[src/rtl/serial_xfer_pkg.sv]
// Shared encodings for the serial register-to-register transfer controller.
package serial_xfer_pkg;

  typedef enum logic [1:0] {
    IDLE  = 2'd0,
    SHIFT = 2'd1,
    DONE  = 2'd2
  } state_e;

  localparam logic MODE_ZERO   = 1'b0;
  localparam logic MODE_ROTATE = 1'b1;

endpackage

[src/rtl/shreg_ld_sh.sv]
// WIDTH-bit register with parallel load and MSB-first shift; shift beats load.
module shreg_ld_sh #(
  parameter int WIDTH = 4
) (
  input  logic             clk_i,
  input  logic             rst_i,
  input  logic             ld_i,
  input  logic [WIDTH-1:0] ld_data_i,
  input  logic             sh_i,
  input  logic             sin_i,
  output logic [WIDTH-1:0] q_o
);

  logic [WIDTH-1:0] q_q, q_d;

  always_comb begin
    q_d = q_q;
    if (sh_i) begin
      q_d = {q_q[WIDTH-2:0], sin_i};
    end else if (ld_i) begin
      q_d = ld_data_i;
    end
  end

  always_ff @(posedge clk_i or posedge rst_i) begin
    if (rst_i) begin
      q_q <= '0;
    end else begin
      q_q <= q_d;
    end
  end

  assign q_o = q_q;

endmodule

[src/rtl/serial_xfer_ctrl.sv]
// Counted, handshaken transfer of the source register into the destination
// register over a 1-bit link, MSB first. state_o exposes the FSM for debug.
module serial_xfer_ctrl
  import serial_xfer_pkg::*;
#(
  parameter int WIDTH = 4
) (
  input  logic             clk_i,
  input  logic             rst_i,
  input  logic             ld_i,
  input  logic [WIDTH-1:0] ld_data_i,
  input  logic             start_i,
  input  logic             rotate_i,
  output logic             busy_o,
  output logic             done_o,
  output logic             sbit_o,
  output logic [WIDTH-1:0] src_q_o,
  output logic [WIDTH-1:0] dst_q_o,
  output state_e           state_o
);

  localparam int CW = $clog2(WIDTH);
  localparam logic [CW-1:0] CNT_LAST = CW'(WIDTH - 1);

  state_e        state_q, state_d;
  logic [CW-1:0] cnt_q, cnt_d;
  logic          rot_q, rot_d;
  logic          src_ld;
  logic          shift_en;
  logic          fill_bit;

  always_comb begin
    state_d  = state_q;
    cnt_d    = cnt_q;
    rot_d    = rot_q;
    src_ld   = 1'b0;
    shift_en = 1'b0;
    case (state_q)
      IDLE: begin
        // start wins over a simultaneous load; the load is dropped
        if (start_i) begin
          state_d = SHIFT;
          cnt_d   = '0;
          rot_d   = rotate_i;
        end else if (ld_i) begin
          src_ld = 1'b1;
        end
      end
      SHIFT: begin
        shift_en = 1'b1;
        // hold at the last count so the counter never passes WIDTH-1
        if (cnt_q == CNT_LAST) begin
          state_d = DONE;
        end else begin
          cnt_d = cnt_q + 1'b1;
        end
      end
      DONE: begin
        state_d = IDLE;
      end
      default: begin
        state_d = IDLE;
      end
    endcase
  end

  always_ff @(posedge clk_i or posedge rst_i) begin
    if (rst_i) begin
      state_q <= IDLE;
      cnt_q   <= '0;
      rot_q   <= MODE_ZERO;
    end else begin
      state_q <= state_d;
      cnt_q   <= cnt_d;
      rot_q   <= rot_d;
    end
  end

  assign fill_bit = (rot_q == MODE_ROTATE) ? src_q_o[WIDTH-1] : 1'b0;

  shreg_ld_sh #(.WIDTH(WIDTH)) u_src (
    .clk_i    (clk_i),
    .rst_i    (rst_i),
    .ld_i     (src_ld),
    .ld_data_i(ld_data_i),
    .sh_i     (shift_en),
    .sin_i    (fill_bit),
    .q_o      (src_q_o)
  );

  shreg_ld_sh #(.WIDTH(WIDTH)) u_dst (
    .clk_i    (clk_i),
    .rst_i    (rst_i),
    .ld_i     (1'b0),
    .ld_data_i('0),
    .sh_i     (shift_en),
    .sin_i    (sbit_o),
    .q_o      (dst_q_o)
  );

  assign busy_o  = (state_q == SHIFT);
  assign done_o  = (state_q == DONE);
  assign sbit_o  = src_q_o[WIDTH-1];
  assign state_o = state_q;

endmodule

[config.mk]
export PLATFORM = sky130hd
export DESIGN_NAME = serial_xfer_ctrl
export DESIGN_NICKNAME = d
export VERILOG_FILES = /design/src/rtl/serial_xfer_pkg.sv /design/src/rtl/shreg_ld_sh.sv /design/src/rtl/serial_xfer_ctrl.sv
export SDC_FILE = /design/constraint.sdc
export NUM_CORES = 1
export LEC_CHECK = 0
export BUFFER_PORTS_ARGS = -buffer_cell sky130_fd_sc_hd__buf_2
export CAP_MARGIN = 40
export CORE_MARGIN = 3
export CORE_UTILIZATION = 30
export DETAILED_ROUTE_END_ITERATION = 12
export MAX_ROUTING_LAYER = met4
export PLACE_DENSITY_LB_ADDON = 0.12
export SKIP_CTS_REPAIR_TIMING = 1
export SYNTH_ARGS = -nofsm -noshare
export SYNTH_HDL_FRONTEND = slang
export SYNTH_SLANG_ARGS = --single-unit
[constraint.sdc]
create_clock -name clk_i -period 2.1 [get_ports clk_i]
set_input_delay 0.105 -clock clk_i [delete_from_list [all_inputs] [get_ports clk_i]]
set_output_delay 0.105 -clock clk_i [all_outputs]
set_load 0.02 [all_outputs]
# == Word-level counts from Yosys, hierarchy flattened ==
# Index checks and enable logic that the tools add are counted.
# classes
add_sub_neg,1
eq_ne,6
muxes,13
reduce_logical,6
# op_table
operator,count
2-to-1 mux 2 bit,4
2-to-1 mux 4 bit,2
one-hot mux 2 bit (2 select lines),2
2-to-1 mux 1 bit,5
equality test 2 bit (second input constant),2
!= test 2 bit (second input constant),2
AND reduction 2 bit,2
nonzero test 2 bit,2
AND reduction 3 bit,1
adder 2 x 1 -> 2 bit (second input constant),1
equality test 2 x 1 -> 1 bit (second input constant),1
zero test 2 bit,1
!= test 2 x 1 -> 1 bit (second input constant),1
# totals
register_bits,13
inputBits,9
out_inout_bits,13
word_cells,31

# == Depth between registers and ports, before layout ==
# depth
ltp_word,5
mapped_depth,4

# == By module ==
# From an unflattened synthesis, not the netlist that was laid out.
# hier_totals
hier_cells,63
area_unflattened_um2,685.7
# modules_own_cells
module,n_inst,cells_per_inst,area_per_inst_um2
shreg_ld_sh,2,18,190.2
serial_xfer_ctrl,1,27,305.3

# == Worst setup path before layout ==
# Ideal clock, no wire load.
# synth_timing
path_kind,register -> register
from,"reg state_q[0], in the netlist state_o[0]"
to,"reg u_src.q_q[1], in the netlist u_src.q_o[1]"
setup_time_ps,125
arrival_time_ps,1470
slack_ps,505
path_stages_with_launch,5
synth_period_minus_slack_ps,1595
path_cell_list,dfrtp_1 > nor2b_1 > buf_6 > mux2_4 > mux2_2
# synth_between
elab_chain_len,3
# synth_lines
element,line_no,text
from (decl),serial_xfer_ctrl.sv:25,"state_e state_q, state_d;"
from (signal assigned),serial_xfer_ctrl.sv:73,state_q <= state_d;
equality test 2 x 1 -> 1 bit (*),-,
net busy_o,serial_xfer_ctrl.sv:14,"output logic busy_o,"
2-to-1 mux 1 bit (*),serial_xfer_ctrl.sv:38,case (state_q)
2-to-1 mux 4 bit or nonzero test 2 bit (tied branches),-,
to (signal assigned),shreg_ld_sh.sv:29,q_q <= q_d;
to (decl),shreg_ld_sh.sv:14,"logic [WIDTH-1:0] q_q, q_d;"
# Mark *: on every way through the listed nets, which the timed path passes. The rest lies on a longest branch.
# A chain may end at the register's enable or synchronous reset.

# == Worst setup path in the final report ==
# layout_timing
from,"reg state_q[0], in the netlist state_o[0]"
to,out busy_o
# layout_between
elab_chain_len,1
# layout_lines
element,line_no,text
equality test 2 x 1 -> 1 bit,serial_xfer_ctrl.sv:101,assign busy_o = (state_q == SHIFT);
to (decl),serial_xfer_ctrl.sv:14,
# Every way passes these cells.

==> flow_metrics.tcl <==
set metrics [dict create \
    dr.max_layer_used "met3" \
    n_fill_cell 176 \
    dr.pass1.iters 3 \
    powerDensity_nw_per_um2 1710 \
    yosys_warnings 0 \
    cp.required_ns 2.00 \
    first_global_vias 381 \
    cts_made_buffers 3 \
    ys_types 18 \
    initial_core_util 0.333 \
    path_clk_slew_ns 0.07 \
    die_area_um2 2570 \
    hold_class "in2reg" \
    path_class "reg2out" \
    m1WireLength_um 508 \
    worstSetupEndpointType "output port" \
    switching_share 0.388 \
    grt_overflow 0 \
    worstSkewPairLatency_ns 0.26 \
    slew_headroom 0.649 \
    htree_levels 1 \
    fin_skew_ns 0.00232 \
    start_kind "flip-flop" \
    clockPowerShare 0.112 \
    wl_met2_um 495 \
    switching_power_mw 0.505 \
    leakagePower_nw 0.396 \
    power_frac_seq 0.357 \
    pwr-share-comb 0.530 \
    wire_per_inst_um 11.2 \
    p_int_mw 0.795 \
    core_um2 1800 \
    outcome "finished, final reports clean" \
    drt-total-wl_um 1050 \
    route.met3.wl_um 48 \
    cp_max_fo 7 \
    synth_area_leaders "dfrtp_1 54%, mux2_2 19%, mux2_4 5.0%" \
    synth_top_area_cell "dfrtp_1" \
    grt_pass1_wl_um 1700 \
    antenna_found_initial 0 \
    cap_violations 0 \
    io_buffer_count 21 \
    die_w_um 50.7 \
    cts-root-buf "clkbuf_4" \
    grt.total_usage 0.0911 \
    place.gp.congestion 0.688 \
    n_antenna_cell 0 \
    final.period_utilization 0.802 \
    detailed_place.area_um2 724 \
    area_delta_synth_final_pct 26.9 \
    final_nets 80 \
    hpwlAfterDp_um 830 \
    multi_input_area_um2 244 \
    tns_ns 0 \
    drive_above_1_share 0.536 \
    drc_errors 0 \
    rsz0062_at_grt "false" \
    final_core_util 0.422 \
    fin_hold_ws_ns 0.0748 \
    register_area_um2 325 \
    ir_worst_vdd_v 0.000719 \
    synth_top_area_share 0.543 \
    cts_tree "yes" \
    yosysSeqAreaShare 0.543 \
    vias 409 \
    synth_cells 44 \
    total_power_mw 1.30 \
    synth_nets 54 \
    clock_sinks 13 \
    clockBufferDepth 2 \
    grt_max_degree 14 \
    finalSetupViolations 0 \
    worst_pin_slew_ns 0.526 \
    via_per_inst 4.35 \
    syn_area_um2 599 \
    die_h_um 50.7 \
    period_minus_slack_ns 1.69 \
    worstPathArrival_ns 1.58 \
    rows 15 \
    syn-mean-instance-area_um2 13.6 \
    drt_iter0_drc 2 \
    fin_area_um2 761 \
    hold_viol_final 0 \
    final_max_slew_viol_count 0 \
    ant_nets 0 \
    ys_ff_latch 13 \
    ios 22 \
    fmax_ghz 0.593 \
]
-- final cells by class --
cell class              count  area share
clock buffers               4      0.0345
inverters                   3      0.0148
well taps                  25      0.0411
flip-flops and latches     13       0.428
repair buffers             23       0.161
multi-input cells          26       0.321
-- registers in the layout (all words and copies together), names as in the netlist --
signal     flops
cnt_q          2
rot_q          1
state_o        2
u_dst.q_o      4
u_src.q_o      4
-- worst paths after layout --
check	from	to	slack (ns)	cells past startpoint
min in group asynchronous	rst_i	u_src.q_o[3]$_DFFE_PP0P_	0.40	3
max	state_o[0]$_DFFE_PP0P_	busy_o	0.41	3
max in group asynchronous	rst_i	u_src.q_o[2]$_DFFE_PP0P_	1.37	3
min	rotate_i	rot_q$_DFFE_PP0P_	0.07	2
min reg2reg	cnt_q[1]$_DFFE_PP0P_	cnt_q[1]$_DFFE_PP0P_	0.50	1
max reg2reg	state_o[0]$_DFFE_PP0P_	u_src.q_o[2]$_DFFE_PP0P_	0.44	3
-- power groups by stage --
stage | combinational, mW | sequential [mW] | clock (mW)
after floorplan | 0.433 | 0.570 | 0
after global placement | 0.701 | 0.475 | 0
after detailed placement | 0.700 | 0.473 | 0
after CTS | 0.700 | 0.468 | 0.155
after global routing | 0.751 | 0.491 | 0.169
final | 0.689 | 0.465 | 0.146
-- placed cells by master, fill, tap and decap left out, types with 2 or more instances in the layout --
cell,netlist,routed
buf_2,0,21
mux2_2,10,10
clkbuf_4,0,3
nor2_1,2,2
dfrtp_1,13,13
nor2b_1,2,2
mux2_4,2,2
inv_1,3,3
-- cells in the mapped netlist --
| master | instances |
|---|---|
| nor2_1 | 2 |
| nor3b_1 | 1 |
| nand2b_1 | 1 |
| dfrtp_1 | 13 |
| and2_1 | 1 |
| mux2_4 | 2 |
| nor4b_1 | 1 |
| a21o_1 | 1 |
| nor2b_1 | 2 |
| a32o_1 | 1 |
| a22o_1 | 1 |
| mux2_2 | 10 |
| buf_4 | 1 |
| inv_1 | 3 |
| ha_1 | 1 |
| a21oi_1 | 1 |
| a211o_1 | 1 |
| buf_6 | 1 |
-- stage by stage --
| stage | setup WS (ns) | cells |
|---|---|---|
| detailed placement | 0.439 | 89 |
| global placement | 0.470 | 89 |
| floorplan | 0.505 | 44 |
| finish | 0.415 | 94 |
| global route | 0.287 | 94 |
| CTS | 0.377 | 93 |
-- per-layer routing --
metal | GRT usage | vias to the layer above
li1 | - | 205
met4 | 0.0135 | 0
met3 | 0.0445 | 0
met5 | - | -
met2 | 0.141 | 11
met1 | 0.110 | 193
-- worst max-delay path: stages (launching register included) --
cell     delay (ns)
dfrtp_1        0.42
nor2b_1        0.48
buf_4          0.25
buf_2          0.17
-- cells by family (layout without fill, tap and decap cells) --
| logic type | count (synthesis) | in the layout | share of synthesized area |
|---|---|---|---|
| multiplexers | 12 | 12 | 0.238 |
| adder cells (fa/ha/maj) | 1 | 1 | 0.0209 |
| flip-flops | 13 | 13 | 0.543 |
| AO/OA/AOI/OAI | 5 | 5 | 0.0668 |
| AND/OR/NAND/NOR | 8 | 8 | 0.0814 |
| buffers and inverters | 5 | 30 | 0.0501 |
(Power assumes the default switching activity.)
